$ cat src/rtl/mul_pkg.sv
// Shared arithmetic-datapath definitions: multiplier FSM states and result-width helper.
package mul_pkg;

  typedef enum logic [1:0] {
    IDLE = 2'd0,
    RUN  = 2'd1,
    DONE = 2'd2
  } mul_state_t;

  function automatic int unsigned res_width(input int unsigned a_w, input int unsigned b_w);
    return a_w + b_w;
  endfunction

endpackage

$ cat src/rtl/add_n.sv
// Parametrised N-bit ripple adder with carry-in and carry-out.
module add_n #(
  parameter int unsigned N = 4
) (
  input  logic [N-1:0] i_a,
  input  logic [N-1:0] i_b,
  input  logic         i_cin,
  output logic [N-1:0] o_sum,
  output logic         o_cout
);

  logic [N:0] w_full;

  assign w_full = {1'b0, i_a} + {1'b0, i_b} + {{N{1'b0}}, i_cin};
  assign o_sum  = w_full[N-1:0];
  assign o_cout = w_full[N];

endmodule

$ cat src/rtl/seq_multiplier.sv
// Shift-and-add multiplier: A_W x B_W product over B_W cycles, signed or unsigned
// per transaction, valid/ready on both sides.
module seq_multiplier
  import mul_pkg::*;
#(
  parameter int unsigned A_W = 4,
  parameter int unsigned B_W = 3
) (
  input  logic               clk,
  input  logic               rst,
  input  logic               in_valid,
  output logic               in_ready,
  input  logic [A_W-1:0]     a,
  input  logic [B_W-1:0]     b,
  input  logic               signed_mode,
  output logic               out_valid,
  input  logic               out_ready,
  output logic [A_W+B_W-1:0] res
);

  localparam int unsigned RW = res_width(A_W, B_W);
  localparam int unsigned CW = $clog2(B_W);
  localparam logic [CW-1:0] CNT_LAST = CW'(B_W - 1);

  mul_state_t      r_state;
  logic [A_W-1:0]  r_mcand;
  logic [B_W-1:0]  r_mplier;
  logic            r_neg;
  logic [RW-1:0]   r_acc;
  logic [CW-1:0]   r_cnt;
  logic [RW-1:0]   r_res;
  logic            r_out_valid;

  logic [A_W-1:0]  w_a_mag;
  logic [B_W-1:0]  w_b_mag;
  logic [RW-1:0]   w_addend;
  logic [RW-1:0]   w_acc_next;
  logic [RW-1:0]   w_acc_neg;
  logic            w_acc_cout_unused;
  logic            w_neg_cout_unused;

  // Most-negative operand negates to 2^(W-1), which still fits as an unsigned magnitude.
  always_comb begin
    w_a_mag = a;
    w_b_mag = b;
    if (signed_mode && a[A_W-1]) w_a_mag = ~a + 1'b1;
    if (signed_mode && b[B_W-1]) w_b_mag = ~b + 1'b1;
  end

  always_comb begin
    w_addend = '0;
    if (r_mplier[r_cnt]) w_addend = RW'(r_mcand) << r_cnt;
  end

  add_n #(.N(RW)) u_acc_add (
    .i_a    (r_acc),
    .i_b    (w_addend),
    .i_cin  (1'b0),
    .o_sum  (w_acc_next),
    .o_cout (w_acc_cout_unused)
  );

  // Two's-complement negation of the final sum: ~x + 1.
  add_n #(.N(RW)) u_neg_add (
    .i_a    (~w_acc_next),
    .i_b    ('0),
    .i_cin  (1'b1),
    .o_sum  (w_acc_neg),
    .o_cout (w_neg_cout_unused)
  );

  always_ff @(posedge clk or posedge rst) begin
    if (rst) begin
      r_state     <= IDLE;
      r_mcand     <= '0;
      r_mplier    <= '0;
      r_neg       <= 1'b0;
      r_acc       <= '0;
      r_cnt       <= '0;
      r_res       <= '0;
      r_out_valid <= 1'b0;
    end else begin
      case (r_state)
        IDLE: begin
          if (in_valid) begin
            r_mcand  <= w_a_mag;
            r_mplier <= w_b_mag;
            r_neg    <= signed_mode & (a[A_W-1] ^ b[B_W-1]);
            r_acc    <= '0;
            r_cnt    <= '0;
            r_state  <= RUN;
          end
        end
        RUN: begin
          r_acc <= w_acc_next;
          if (r_cnt == CNT_LAST) begin
            r_res       <= r_neg ? w_acc_neg : w_acc_next;
            r_out_valid <= 1'b1;
            r_state     <= DONE;
          end else begin
            r_cnt <= r_cnt + 1'b1;
          end
        end
        DONE: begin
          if (out_ready) begin
            r_out_valid <= 1'b0;
            r_state     <= IDLE;
          end
        end
        default: r_state <= IDLE;
      endcase
    end
  end

  assign in_ready  = (r_state == IDLE);
  assign out_valid = r_out_valid;
  assign res       = r_res;

endmodule
$ cat config.mk
export PLATFORM = sky130hd
export DESIGN_NAME = seq_multiplier
export DESIGN_NICKNAME = d
export VERILOG_FILES = /design/src/rtl/mul_pkg.sv /design/src/rtl/add_n.sv /design/src/rtl/seq_multiplier.sv
export SDC_FILE = /design/constraint.sdc
export NUM_CORES = 1
export LEC_CHECK = 0
export CAP_MARGIN = 25
export CORE_AREA = 3 3 66 55
export CTS_CLUSTER_DIAMETER = 100
export DETAILED_ROUTE_END_ITERATION = 8
export DIE_AREA = 0 0 69 58
export PLACE_DENSITY = 0.82
export SYNTH_ARGS = -nofsm -noshare
export SYNTH_HDL_FRONTEND = slang
export SYNTH_SLANG_ARGS = --single-unit
$ cat constraint.sdc
create_clock -name clk -period 4.28 [get_ports clk]
set_input_delay 1.07 -clock clk [delete_from_list [all_inputs] [get_ports clk]]
set_output_delay 1.07 -clock clk [all_outputs]
set_load 0.01 [all_outputs]
==> flow_metrics.py, run 1 <==
metrics = {
    "route": {
        "viasPerCell": 5.48,
        "postRouteAntennaNets": 0,
        "wl_per_cell_um": 13.8,
        "firstDrtPassIters": 4,
        "drc": 0,
        "vias": 1342,
        "first_iter_violations": 51,
        "wl_mm": 3.38,
    },
    "sta": {
        "clock_skew_ns": 0.00256,
        "maxSlewViolCount": 0,
        "timing.final.ws_setup_ns": 1.46,
        "clock.fmax_mhz": 354,
        "relSlewSlack_pct": 50.1,
        "timing.final.crit_share_pct": 66.0,
        "fin_crit_ns": 2.82,
        "hold_ws_ns": 0.487,
        "hold_violations": 0,
        "worst_pin_slew_ns": 0.744,
        "tns_ns": 0,
        "setup_viol": 0,
        "grt_setup_unrepaired": "false",
    },
    "synthesis": {
        "ys_seq_elements": 27,
        "synth_top_area_share_pct": 41.0,
        "synth_ff_type": "dfrtp_1",
        "yosysWarnings": 0,
        "yosysUniqueCellTypes": 36,
        "synth.yosys.seq_area_share_pct": 41.0,
        "avgSynthCellArea_um2": 8.91,
        "synth_area_leader_cell": "dfrtp_1",
        "async_reset_ff_share_pct": 100,
        "synth-edff-count": 0,
        "netlist_instances": 185,
        "ys_top_cells_by_area": "dfrtp_1 (41%), ha_1 (7.6%), o21ai_0 (6.7%)",
        "synth_nets": 208,
        "syn_area_mm2": 0.00165,
    },
    "layout": {
        "final_cell_mix": "nand2_1 (28), dfrtp_1 (27), o21ai_0 (22)",
        "final_layout_size_suffix_gt1_share_pct": 4.88,
        "design_area_mm2": 0.00196,
        "nFillCells": 273,
        "nets": 229,
        "n_antenna_cell": 0,
        "syn_to_final_growth_pct": 18.7,
        "final_common_cell": "nand2_1",
    },
    "worst_hold_path": {
        "hp-class": "flip-flop to flip-flop",
        "holdPathStages": 2,
        "hold_start": "res[3]",
        "min_to": "res[3]",
    },
    "global_route": {
        "grt_pass1_vias": 1331,
        "grt_pass1_wl_mm": 5.83,
        "grt_usage_pct": 18.1,
        "grt_max_degree": 28,
        "grt_antenna_before_repair": 0,
        "grt_overflow_total": 0,
    },
    "floorplan": {
        "die_x_um": 69,
        "die_h_um": 58,
        "initial_utilization_pct": 53.8,
        "dieArea_mm2": 0.00400,
        "io_pins": 21,
        "core-area_mm2": 0.00306,
        "rows": 18,
    },
    "clock_network": {
        "htreeDepth": 1,
        "hold_buffers": 0,
        "clock_path_buffers": 2,
        "cts_buffers": 3,
        "cts_resized": 0,
        "cts.clk_slew.worst_paths_ns": 0.09,
        "cts_tree": "built",
        "clock-sinks": 27,
        "insertion_delay_ns": 0.27,
        "cts_setup_buffers": 0,
        "cts_root_buf": "clkbuf_8",
    },
    "place": {
        "dp_slack_ns": 1.49,
        "dp_hpwl_mm": 2.66,
        "globalplace.congestion": 0.831,
        "io_buffer_count": 20,
        "placed_area_mm2": 0.00188,
    },
    "setup_path": {
        "cp.required_ns": 4.43,
        "reg2reg_from": "r_cnt[1]",
        "regToRegSetupSlack_ns": 1.46,
        "reg2reg_to": "res[6]",
        "worstPathCellList": "mux2i_1, nor2_1, a21oi_1, nor2_1, ha_1, o21a_1, a2111oi_0, nand3b_1, o41ai_2, xnor2_1, o21ai_1",
        "worstPathArrival_ns": 2.97,
        "end_kind": "flip-flop",
        "critPathKind": "flip-flop to flip-flop",
        "critical_path_peak_fanout": 10,
        "slowest_delay_ns": 0.56,
        "cp_common_cell": "nor2_1",
        "critPathLaunchType": "flip-flop",
        "cp_slowest_cell": "dfrtp_1",
        "reg2reg_depth": 11,
    },
    "outcome": {
        "outcome": "finished clean",
    },
    "pwr": {
        "cellLeakagePower_nw": 0.897,
        "p_per_area_mw_per_mm2": 693,
        "ir_drop_uv": 414,
    },
    "job": {
        "maxCapViolCount": 0,
    },
}
[how the worst max path moves through the flow]
| stage | start | endpoint | cells after the start |
|---|---|---|---|
| 6_report | r_cnt[1] | res[6] | 11 |
| 5_1_grt | r_cnt[1] | res[6] | 11 |
| 4_1_cts | r_cnt[1] | res[6] | 10 |
| 3_5_place_dp | r_cnt[1] | res[5] | 10 |
| 3_3_place_gp | r_cnt[1] | res[6] | 10 |
| 2_1_floorplan | r_cnt[1] | res[6] | 11 |
[worst max-delay path, delay by kind of cell, from the launching register on]
family	cells	cell delay [ns]
AOI/OAI and AO/OA	5	0.97
xor gates and xnor gates	1	0.15
adders and majority gates	1	0.35
DFF	1	0.56
muxes	1	0.28
and+or+nand+nor	3	0.39
[logic make-up (layout without fill, tap and decap cells)]
logic type,Yosys count,in the layout,synth area share (%)
buf+inv,20,40,4.55
xor+xnor,10,10,5.77
fa+ha+maj,11,11,8.80
simple gates,59,59,16.1
compound gates,52,52,20.1
flops,27,27,41.0
mux,6,6,3.72
[where the power goes]
group,switching [W],internal [W],leakage [nW]
logic,0.000398,0.000333,0.529
clock network,0.0000810,0.0000661,0.0217
registers,0.000115,0.000363,0.346
[Yosys cell counts (4+ instances only)]
cell type	count
nand2_1	28
dfrtp_1	27
o21ai_0	22
inv_1	15
nor2_1	14
ha_1	10
a21oi_1	7
clkbuf_1	5
mux2i_1	5
nand3_1	5
xor2_1	5
a22o_1	4
nor2b_1	4
o31ai_1	4
xnor2_1	4
[routing by layer]
| layer | vias to the layer above | global-route usage (%) | routed length (µm) |
|---|---|---|---|
| met4 | 0 | 3.90 | 23 |
| li1 | 682 | - | - |
| met2 | 27 | 32.5 | 1730 |
| met3 | 4 | 4.16 | 131 |
| met5 | - | 0 | 0 |
| met1 | 629 | 22.7 | 1490 |
[flip-flops by register name, indices dropped and copies added (netlist names)]
signal and cells:
r_acc 7, out_valid 1, r_mplier 3, r_mcand 4, res 7, r_neg 1
r_state 2, r_cnt 2
[final cells by class]
class / instances / area (µm²) / share of cell area [%]
Inverter: 15 / 56.3 / 2.88
Tap cell: 40 / 50.0 / 2.56
Clock buffer: 3 / 41.3 / 2.11
Multi-Input combinational cell: 138 / 898 / 45.9
Timing Repair Buffer: 21 / 228 / 11.6
Clock inverter: 1 / 7.51 / 0.384
Sequential cell: 27 / 676 / 34.5
[through the flow]
step	power, W	cells	util (%)
2_1_floorplan	0.000988	185	-
3_3_place_gp	0.00117	240	61.4
3_5_place_dp	0.00120	240	61.4
4_1_cts	0.00136	244	63.0
5_1_grt	0.00149	245	63.9
6_report	0.00136	245	63.9
No activity file was read; power rests on OpenSTA's default activity.
==> inputs of run 2 (changes only) <==
==> constraint.sdc (replaced) <==
create_clock -name clk -period 2.8 [get_ports clk]
set_input_delay 0.7 -clock clk [delete_from_list [all_inputs] [get_ports clk]]
set_output_delay 0.7 -clock clk [all_outputs]
set_load 0.01 [all_outputs]
==> flow_metrics.py, run 2 (synthesized netlist as in run 1, its figures left out) <==
metrics = {
    "setup_path": {
        "end_kind": "flip-flop",
        "slowest_delay_ns": 0.44,
        "cp.required_ns": 2.94,
        "critPathLaunchType": "flip-flop",
        "worstPathArrival_ns": 2.95,
        "critical_path_peak_fanout": 5,
        "critPathKind": "flip-flop to flip-flop",
        "cp_slowest_cell": "dfrtp_2",
        "worstPathCellList": "buf_6, nor4bb_4, ha_2, inv_1, fa_2, nand2b_4, a21oi_4, xor2_2, buf_4, xor2_1, o21ai_0",
    },
    "global_route": {
        "grt_usage_pct": 17.2,
        "grt_max_degree": 28,
        "grt_pass1_wl_mm": 5.52,
        "grt_pass1_vias": 1269,
        "grt_overflow_total": 0,
        "grt_antenna_before_repair": 0,
    },
    "route": {
        "viasPerCell": 5.67,
        "vias": 1440,
        "drc": 0,
        "wl_mm": 3.94,
        "postRouteAntennaNets": 0,
        "firstDrtPassIters": 4,
        "wl_per_cell_um": 15.5,
        "first_iter_violations": 56,
    },
    "pwr": {
        "ir_drop_uv": 861,
        "p_per_area_mw_per_mm2": 1130,
        "cellLeakagePower_nw": 0.959,
    },
    "worst_hold_path": {
        "hp-class": "flip-flop to flip-flop",
    },
    "layout": {
        "final_common_cell": "nand2_1",
        "final_cell_mix": "nand2_1 (27), dfrtp_1 (25), o21ai_0 (22)",
        "syn_to_final_growth_pct": 29.2,
        "final_layout_size_suffix_gt1_share_pct": 17.3,
        "n_antenna_cell": 0,
        "nets": 238,
    },
    "outcome": {
        "outcome": "complete, but fails checks",
        "violations": "negative setup slack",
    },
    "floorplan": {
        "die_x_um": 69,
        "io_pins": 21,
        "initial_utilization_pct": 53.8,
        "rows": 18,
        "dieArea_mm2": 0.00400,
        "die_h_um": 58,
        "core-area_mm2": 0.00306,
    },
    "sta": {
        "worst_pin_slew_ns": 0.731,
        "hold_ws_ns": 0.503,
        "relSlewSlack_pct": 50.9,
        "timing.final.crit_share_pct": 100,
        "clock_skew_ns": 0.00409,
        "fin_crit_ns": 2.81,
        "setup_viol": 1,
        "hold_violations": 0,
        "clock.fmax_mhz": 356,
        "maxSlewViolCount": 0,
        "timing.final.ws_setup_ns": -0.0126,
    },
    "place": {
        "dp_slack_ns": 0.0260,
        "dp_hpwl_mm": 2.67,
        "globalplace.congestion": 0.800,
        "io_buffer_count": 20,
    },
    "clock_network": {
        "htreeDepth": 1,
        "clock-sinks": 27,
        "cts_root_buf": "clkbuf_8",
        "cts_buffers": 3,
        "hold_buffers": 0,
        "clock_path_buffers": 2,
        "cts.clk_slew.worst_paths_ns": 0.09,
        "insertion_delay_ns": 0.28,
        "cts_tree": "built",
    },
    "job": {
        "maxCapViolCount": 0,
    },
}
## run 2: layer usage
| layer | vias up | share of wire (%) | global-route usage, % |
|---|---|---|---|
| met4 | 0 | 2.4 | 3.34 |
| li1 | 699 | - | - |
| met3 | 8 | 4.5 | 3.99 |
| met2 | 37 | 54 | 31.0 |
| met1 | 696 | 39 | 21.5 |
| met5 | - | 0 | 0 |
## run 2: power breakdown
group / switching (W) / internal [W] / total (W)
combinational: 0.000764 / 0.000673 / 0.00144
clock: 0.000126 / 0.000100 / 0.000226
sequential: 0.000178 / 0.000558 / 0.000736
## run 2: critical path, delay by kind of cell, from the launching register on
family | cells | cell delay [ns]
flip-flops | 1 | 0.44
buffers and inverters | 3 | 0.38
AND/OR/NAND/NOR | 2 | 0.49
AO/OA/AOI/OAI | 2 | 0.30
adder cells (fa/ha/maj) | 2 | 0.64
XOR/XNOR | 2 | 0.42
## run 2: final cells by class
| cell class | count | area [µm²] |
|---|---|---|
| inverter | 15 | 56.3 |
| clock buffer | 3 | 41.3 |
| clock inverter | 1 | 5.00 |
| timing repair buffer | 30 | 279 |
| tap | 40 | 50.0 |
| fill | 235 | 932 |
| sequential | 27 | 678 |
| multi-input combinational | 138 | 1020 |
## run 2: repair_timing
item	CTS	global route
setup endpoints to repair	0	3
buffers inserted	0	8
gates resized for setup	0	27
## run 2: path summary, 6_finish.rpt
kind                             end  slack, ns      from  cells after the start
max                           res[4]      -0.01  r_cnt[1]                     11
min                           res[3]       0.50    res[3]                      2
max reg2reg                   res[4]      -0.01  r_cnt[1]                     11
min reg2reg                   res[3]       0.50    res[3]                      2
max in group asynchronous   r_cnt[0]       1.76       rst                      3
min in group asynchronous  out_valid       0.77       rst                      3
## run 2: through the flow
stage	utilization (%)	std cells	TNS [ns]	instance area [µm²]	power, W
6_report	69.6	254	-0.0126	2130	0.00240
5_1_grt	69.6	254	-0.353	2130	0.00258
4_1_cts	63.4	246	0	1940	0.00208
3_5_place_dp	61.9	242	0	1900	0.00185
3_3_place_gp	61.9	242	0	1900	0.00180
2_1_floorplan	-	185	0	1650	0.00151
==> inputs of run 3 (changes only) <==
--- a/config.mk
+++ b/config.mk
@@ -6,11 +6,14 @@
 export NUM_CORES = 1
 export LEC_CHECK = 0
 export CAP_MARGIN = 25
-export CORE_AREA = 3 3 66 55
+export CORE_AREA = 3 3 73 61
 export CTS_CLUSTER_DIAMETER = 100
+export CTS_CLUSTER_SIZE = 24
 export DETAILED_ROUTE_END_ITERATION = 8
-export DIE_AREA = 0 0 69 58
-export PLACE_DENSITY = 0.82
+export DIE_AREA = 0 0 76 64
+export PLACE_DENSITY = 0.81
+export SKIP_LAST_GASP = 1
 export SYNTH_ARGS = -nofsm -noshare
 export SYNTH_HDL_FRONTEND = slang
+export SYNTH_HIERARCHICAL = 1
 export SYNTH_SLANG_ARGS = --single-unit
==> flow_metrics.py, run 3 <==
metrics = {
    "synthesis": {
        "yosysWarnings": 6,
        "netlist_instances": 215,
        "avgSynthCellArea_um2": 9.50,
        "syn_area_mm2": 0.00204,
    },
    "sta": {
        "setup_viol": 5,
        "hold_violations": 0,
        "grt_setup_unrepaired": "true",
        "clock_skew_ns": 0.00742,
        "timing.final.ws_setup_ns": -0.547,
        "timing.final.crit_share_pct": 120,
        "fin_crit_ns": 3.35,
        "clock.fmax_mhz": 299,
        "tns_ns": -1.73,
        "maxSlewViolCount": 0,
        "hold_ws_ns": 0.486,
        "worst_pin_slew_ns": 0.596,
        "relSlewSlack_pct": 60.2,
    },
    "clock_network": {
        "clock_path_buffers": 2,
        "htreeDepth": 1,
        "insertion_delay_ns": 0.28,
        "hold_buffers": 0,
        "cts_tree": "built",
        "cts_buffers": 3,
        "cts.clk_slew.worst_paths_ns": 0.10,
        "clock-sinks": 27,
        "cts_root_buf": "clkbuf_8",
    },
    "layout": {
        "final_cell_mix": "buf_4 (36), inv_1 (25), dfrtp_1 (25)",
        "nets": 308,
        "nFillCells": 272,
        "n_antenna_cell": 0,
        "final_common_cell": "buf_4",
        "post-route-util_pct": 72.0,
        "final_layout_size_suffix_gt1_share_pct": 28.0,
        "syn_to_final_growth_pct": 33.3,
    },
    "outcome": {
        "outcome": "complete, but fails checks",
        "violations": "negative setup slack",
    },
    "setup_path": {
        "cp_slowest_cell": "dfrtp_2",
        "cp.required_ns": 2.95,
        "end_kind": "flip-flop",
        "critical_path_peak_fanout": 8,
        "regToRegSetupSlack_ns": -0.55,
        "slowest_delay_ns": 0.50,
        "reg2reg_from": "r_cnt[0]",
        "reg2reg_depth": 17,
        "worstPathArrival_ns": 3.50,
        "reg2reg_to": "res[6]",
        "worstPathCellList": "inv_2, nand2_2, nor3b_2, fa_2, inv_1, fa_2, nor2b_4, o31a_4, a311o_1, inv_2, ha_4, nor3b_2, a31oi_1, o21ai_1, a311o_1, mux2i_1, o21ai_1",
        "critPathLaunchType": "flip-flop",
        "critPathKind": "flip-flop to flip-flop",
    },
    "route": {
        "firstDrtPassIters": 4,
        "wl_per_cell_um": 13.5,
        "vias": 1698,
        "first_iter_violations": 77,
        "viasPerCell": 5.15,
        "drc": 0,
        "postRouteAntennaNets": 0,
        "wl_mm": 4.47,
    },
    "floorplan": {
        "initial_utilization_pct": 54.0,
        "dieArea_mm2": 0.00486,
        "io_pins": 21,
        "core-area_mm2": 0.00378,
        "die_h_um": 64,
        "die_x_um": 76,
        "rows": 20,
    },
    "global_route": {
        "grt_pass1_wl_mm": 7.92,
        "grt_max_degree": 28,
        "grt_antenna_before_repair": 0,
        "grt_overflow_total": 0,
        "grt_pass1_vias": 1734,
        "grt_usage_pct": 20.3,
    },
    "place": {
        "dp_hpwl_mm": 3.45,
        "io_buffer_count": 20,
        "globalplace.congestion": 0.860,
        "dp_slack_ns": -0.745,
    },
    "worst_hold_path": {
        "hp-class": "flip-flop to flip-flop",
        "hold_start": "res[1]",
        "min_to": "res[1]",
        "holdPathStages": 2,
    },
    "pwr": {
        "cellLeakagePower_nw": 1.25,
        "finalPower_w": 0.00351,
        "p_per_area_mw_per_mm2": 1290,
        "ir_drop_uv": 519,
    },
    "job": {
        "maxCapViolCount": 0,
    },
}
## run 3: through the flow
| step | cell area [µm²] | std cells |
|---|---|---|
| global route | 2720 | 330 |
| CTS | 2690 | 329 |
| global placement | 2550 | 325 |
| floorplan | 2090 | 224 |
| finish | 2720 | 330 |
| detailed placement | 2550 | 325 |
## run 3: repair_timing
action | CTS | global route
setup buffers | 0 | 1
cloned | 0 | 0
resized for setup | 16 | 8
pin swaps | 9 | 6
setup endpoints to repair | 5 | 8
## run 3: routing by layer
| layer | global-route usage, % | vias to the layer above | routed length, µm |
|---|---|---|---|
| met3 | 4.08 | 10 | 220 |
| met1 | 25.9 | 792 | 2030 |
| met4 | 5.66 | 0 | 73 |
| li1 | - | 853 | - |
| met5 | 0 | - | 0 |
| met2 | 35.3 | 43 | 2150 |
## run 3: cell type report
class	count	area [µm²]	area share, %
clock buffers	3	41.3	1.52
multi-input cells	160	1350	49.6
repair buffers	56	470	17.3
clock inverters	1	7.51	0.276
inverters	28	105	3.86
flip-flops and latches	27	678	24.9
well taps	55	68.8	2.53
## run 3: worst max-delay path, delay by kind of cell (launching register included)
kind                       cells  cell delay (ns)
buffers and inverters          3             0.21
adders and majority gates      3             0.87
AOI/OAI and AO/OA              6             0.92
DFF                            1             0.50
and+or+nand+nor                4             0.58
muxes                          1             0.13
## run 3: how the worst max path moves through the flow
stage	from	slack (ns)	endpoint	depth (start not counted)
2_1_floorplan	r_cnt[0]	-0.52	res[6]	16
3_3_place_gp	r_cnt[0]	-0.59	res[6]	18
3_5_place_dp	r_cnt[0]	-0.75	res[6]	16
4_1_cts	r_cnt[0]	-0.60	res[6]	16
5_1_grt	r_cnt[0]	-0.81	res[6]	16
6_report	r_cnt[0]	-0.55	res[6]	17
## run 3: power by group
group          total (W)  switching, W  internal [W]
sequential      0.000770      0.000203      0.000567
clock           0.000236      0.000135      0.000101
combinational    0.00251       0.00112       0.00138
total            0.00351       0.00146       0.00205
